**src/rtl/pipe_stage.sv**
```systemverilog
// Elastic pipeline stage register carrying a payload and a control bundle
// between core stages over valid/ready handshakes. Supports synchronous
// flush with bubble (NOP control) injection, an optional 2-entry skid
// buffer that registers in_ready, and a saturating stall-cycle counter.
module pipe_stage #(
  parameter int unsigned       DATA_W   = 32,
  parameter int unsigned       CTRL_W   = 16,
  parameter logic [CTRL_W-1:0] NOP_CTRL = '0,
  parameter int unsigned       SKID     = 1
) (
  input  logic              clk,
  input  logic              rst,
  input  logic              in_valid,
  output logic              in_ready,
  input  logic [DATA_W-1:0] in_data,
  input  logic [CTRL_W-1:0] in_ctrl,
  input  logic              flush,
  output logic              out_valid,
  input  logic              out_ready,
  output logic [DATA_W-1:0] out_data,
  output logic [CTRL_W-1:0] out_ctrl,
  output logic [15:0]       stall_cnt
);

  logic in_xfer;
  logic out_xfer;

  assign in_xfer  = in_valid & in_ready;
  assign out_xfer = out_valid & out_ready;

  // Saturating count of cycles where a valid entry is held by downstream
  always_ff @(posedge clk) begin
    if (!rst) begin
      stall_cnt <= '0;
    end else if (out_valid && !out_ready && (stall_cnt != '1)) begin
      stall_cnt <= stall_cnt + 16'd1;
    end
  end

  generate
    if (SKID != 0) begin : g_skid
      typedef enum logic [1:0] {
        EMPTY = 2'd0,
        ONE   = 2'd1,
        TWO   = 2'd2
      } state_t;

      state_t            state;
      state_t            state_nxt;
      logic              ready_q;
      logic [DATA_W-1:0] m_data;
      logic [CTRL_W-1:0] m_ctrl;
      logic [DATA_W-1:0] s_data;
      logic [CTRL_W-1:0] s_ctrl;

      // State register; in_ready is registered from the next state so no
      // combinational path exists from out_ready to in_ready
      always_ff @(posedge clk) begin
        if (!rst) begin
          state   <= EMPTY;
          ready_q <= 1'b1;
        end else begin
          state   <= state_nxt;
          ready_q <= (state_nxt != TWO);
        end
      end

      // Next-state: occupancy follows the handshakes, flush empties the stage
      always_comb begin
        state_nxt = state;
        unique case (state)
          EMPTY: if (in_xfer) state_nxt = ONE;
          ONE: begin
            if (in_xfer && !out_xfer)      state_nxt = TWO;
            else if (!in_xfer && out_xfer) state_nxt = EMPTY;
          end
          TWO:     if (out_xfer) state_nxt = ONE;
          default: state_nxt = EMPTY;
        endcase
        if (flush) state_nxt = EMPTY;
      end

      // Outputs decoded from the current state
      always_comb begin
        out_valid = (state != EMPTY);
        in_ready  = ready_q;
      end

      // Main/skid datapath; empty slots are cleared so bubbles carry NOP/0
      always_ff @(posedge clk) begin
        if (!rst || flush) begin
          m_data <= '0;
          m_ctrl <= NOP_CTRL;
          s_data <= '0;
          s_ctrl <= NOP_CTRL;
        end else begin
          unique case (state)
            EMPTY: begin
              if (in_xfer) begin
                m_data <= in_data;
                m_ctrl <= in_ctrl;
              end
            end
            ONE: begin
              if (in_xfer && out_xfer) begin
                m_data <= in_data;
                m_ctrl <= in_ctrl;
              end else if (in_xfer) begin
                s_data <= in_data;
                s_ctrl <= in_ctrl;
              end else if (out_xfer) begin
                m_data <= '0;
                m_ctrl <= NOP_CTRL;
              end
            end
            TWO: begin
              if (out_xfer) begin
                m_data <= s_data;
                m_ctrl <= s_ctrl;
                s_data <= '0;
                s_ctrl <= NOP_CTRL;
              end
            end
            default: ;
          endcase
        end
      end

      assign out_data = m_data;
      assign out_ctrl = m_ctrl;
    end else begin : g_single
      logic              valid_q;
      logic [DATA_W-1:0] m_data;
      logic [CTRL_W-1:0] m_ctrl;

      // Single holding register; empty slot is cleared to a bubble
      always_ff @(posedge clk) begin
        if (!rst || flush) begin
          valid_q <= 1'b0;
          m_data  <= '0;
          m_ctrl  <= NOP_CTRL;
        end else if (in_xfer) begin
          valid_q <= 1'b1;
          m_data  <= in_data;
          m_ctrl  <= in_ctrl;
        end else if (out_xfer) begin
          valid_q <= 1'b0;
          m_data  <= '0;
          m_ctrl  <= NOP_CTRL;
        end
      end

      assign out_valid = valid_q;
      assign in_ready  = out_ready | ~valid_q;
      assign out_data  = m_data;
      assign out_ctrl  = m_ctrl;
    end
  endgenerate

endmodule

```
**config.mk**
```make
export PLATFORM = sky130hd
export DESIGN_NAME = pipe_stage
export DESIGN_NICKNAME = d
export VERILOG_FILES = /design/src/rtl/pipe_stage.sv
export SDC_FILE = /design/constraint.sdc
export NUM_CORES = 1
export LEC_CHECK = 0
export CAP_MARGIN = 40
export CORE_MARGIN = 2
export CORE_UTILIZATION = 50
export CTS_BUF_LIST = sky130_fd_sc_hd__clkbuf_16
export DETAILED_ROUTE_END_ITERATION = 10
export GPL_TIMING_DRIVEN = 0
export PLACE_DENSITY = 0.77
export SLEW_MARGIN = 10
export SYNTH_ARGS = -nofsm -noshare
export SYNTH_HDL_FRONTEND = slang
export SYNTH_SLANG_ARGS = --single-unit
```
**constraint.sdc**
```tcl
create_clock -name clk -period 2.4 [get_ports clk]
set_clock_uncertainty 0.05 [all_clocks]
set_input_delay 0.24 -clock clk [delete_from_list [all_inputs] [get_ports clk]]
set_output_delay 0.24 -clock clk [all_outputs]
set_load 0.02 [all_outputs]
```
==> flow_metrics.tcl <==
set metrics [dict create \
    register_area_mm2 0.00230 \
    fin_crit_ns 2.28 \
    synth_edf_count 0 \
    drt_iter0_drc 241 \
    synth_ff_type "dfxtp_1" \
    clk_pin_slew_worst_paths_ns 0.05 \
    status "finished clean" \
    vias 4850 \
    wl_per_cell_um 16.7 \
    synth_top_area_frac 0.452 \
    synth_fp_nets 617 \
    fin_crit_sh 0.951 \
    fin_nets 753 \
    p_per_area_mw_per_mm2 739 \
    areaGrowthSynthToFinish_pct 37.9 \
    critPathArrivalTime_ns 1.99 \
    dieArea_mm2 0.0110 \
    crit_type "reg -> out" \
    die_y_um 105 \
    crit_required_ns 2.11 \
    crit_path_end_kind "output pin" \
    slew_headroom 0.638 \
    tns_ns 0 \
    drive_gt1_frac 0.120 \
    num_io_pins 119 \
    hold_path_class "in -> reg" \
    cts_setup_buffers 0 \
    multi_input_area_mm2 0.00252 \
    rr_worst_depth 7 \
    yosysTopAreaCell "dfxtp_1" \
    hold_viol_final 0 \
    vdd_drop_max_mv 0.426 \
    finalSetupViolations 0 \
    synth_area_mm2 0.00509 \
    grt_max_degree 17 \
    grt_pass1_vias 4721 \
    cp-start-kind "register" \
    postCtsResizedCells 0 \
    clk_path_buf_depth 2 \
    grt_antenna_before_repair 0 \
    cts_root_buffer "clkbuf_16" \
    grt_usage 0.260 \
    overflow 0 \
    fmax_mhz 438 \
    gp_congestion 0.845 \
    fillers 826 \
    avgSynthCellArea_um2 9.11 \
    finalMaxSlewViolations 0 \
    num_rows 36 \
    hold_depth 4 \
    viasPerCell 5.77 \
    worst_slew_pin_slew_ns 0.544 \
    synth_cells 559 \
    tritoncts "done" \
    remaining_drc_errors 0 \
    cts.htree.levels 4 \
    start_util 0.519 \
    clock_latency_ns 0.42 \
    io_buffers 117 \
    clock_sinks 115 \
    yosysUniqueCellTypes 44 \
    power_uw 5190 \
    grt_pass1_wl_um 23300 \
    ant_nets 0 \
    rsz0062_at_grt "true" \
    fp.dieW_um 105 \
    async_flop_share 0 \
    ys_warn_count 0 \
    whs_ns 0.293 \
    hpwl_um 9500 \
    synthTopCellsByArea "dfxtp_1 45%, nor2_1 7.3%, nor3b_1 7.1%" \
    antenna_cells 0 \
    final_util 0.715 \
    wl_um 14000 \
    p_leak_uw 0.00256 \
    yosysSeqAreaShare 0.452 \
    coreArea_mm2 0.00982 \
    synth-seq-cells 115 \
    drtPass1Iterations 5 \
    cts_hold_buf 0 \
    path_max_fanout 10 \
    drv_cap 0 \
    cts_made_buffers 17 \
]
## per-layer routing
metal,vias up,wire (µm),part of all wire,global-route usage
li1,2310,-,-,-
met1,2350,6130,0.44,0.337
met2,165,6850,0.49,0.421
met3,25,800,0.057,0.0699
met4,0,235,0.017,0.0867
met5,-,0,0,0
## kinds of logic (layout without fill, tap and decap cells)
family	Yosys count	after routing	share of synthesized area
AO/OA/AOI/OAI	117	117	0.193
adder cells (fa/ha/maj)	5	5	0.0123
AND/OR/NAND/NOR	249	249	0.260
buffers and inverters	57	206	0.0545
multiplexers	3	3	0.00590
flip-flops	115	115	0.452
XOR/XNOR	13	13	0.0224
## path summary, 6_finish.rpt
check | start | endpoint | slack (ns)
hold reg to reg | out_ctrl[10] | out_ctrl[10] | 0.44
hold / removal | out_ready | g_skid.state[1] | 0.29
setup / recovery | g_skid.state[1] | out_valid | 0.12
setup reg to reg | g_skid.state[1] | out_ctrl[14] | 0.13
## stage by stage
step	instances	instance area, µm²	worst slack, ns
6_report	841	7030	0.119
2_1_floorplan	559	5090	0.396
5_1_grt	841	7030	-0.0212
3_3_place_gp	809	6430	0.130
3_5_place_dp	809	6430	0.0540
4_1_cts	841	7010	0.115
## layout by cell type (no fill, tap or decap), types with 4 or more instances in the layout
| master | count |
|---|---|
| buf_4 | 8 |
| nand3_1 | 5 |
| xor2_1 | 11 |
| nand4_1 | 7 |
| clkbuf_4 | 4 |
| nand2b_1 | 5 |
| nand2_1 | 6 |
| nor3_1 | 49 |
| a221oi_1 | 27 |
| clkinv_1 | 4 |
| buf_2 | 11 |
| a211oi_1 | 4 |
| nor2_1 | 99 |
| a21oi_1 | 54 |
| inv_1 | 6 |
| nor3b_1 | 48 |
| ha_1 | 5 |
| clkinv_2 | 4 |
| dfxtp_1 | 114 |
| clkbuf_16 | 17 |
| and2_1 | 14 |
| a221oi_2 | 22 |
| and4_1 | 4 |
| clkbuf_1 | 26 |
| clkdlybuf4s50_1 | 117 |
## critical path, stage by stage, from the launching register on
cell,delay (ns)
dfxtp_1,0.38
inv_1,0.10
ha_1,0.22
buf_2,0.20
inv_1,0.08
clkdlybuf4s50_1,0.60
## layout make-up
type,count,share of cell area
Timing Repair Buffer,117,0.167
Tap cell,133,0.0237
Clock buffer,17,0.0606
Sequential cell,115,0.328
Buffer,53,0.0392
Clock inverter,15,0.0212
Inverter,4,0.00214
Multi-Input combinational cell,387,0.359
## synthesized netlist by cell type, drive strengths merged, types with 6 or more instances
master / instances
a221oi: 49
dfxtp: 115
nand4: 7
nor3b: 48
clkbuf: 28
nand2b: 6
nand2: 6
and2: 14
buf: 25
nor2: 100
xor2: 11
a21oi: 54
nor3: 49
## power by group
group          internal, µW  switching (µW)
Clock                  1600             861
Sequential             1970            34.3
Combinational           334             392
Total                  3900            1290
## registers in the layout, summed over array words and instances, names as in the netlist
name / count
out_data: 32
in_ready: 1
g_skid.state: 2
out_ctrl: 16
stall_cnt: 16
g_skid.s_ctrl: 16
g_skid.s_data: 32
Note: power is estimated with default switching activity, not from simulation.
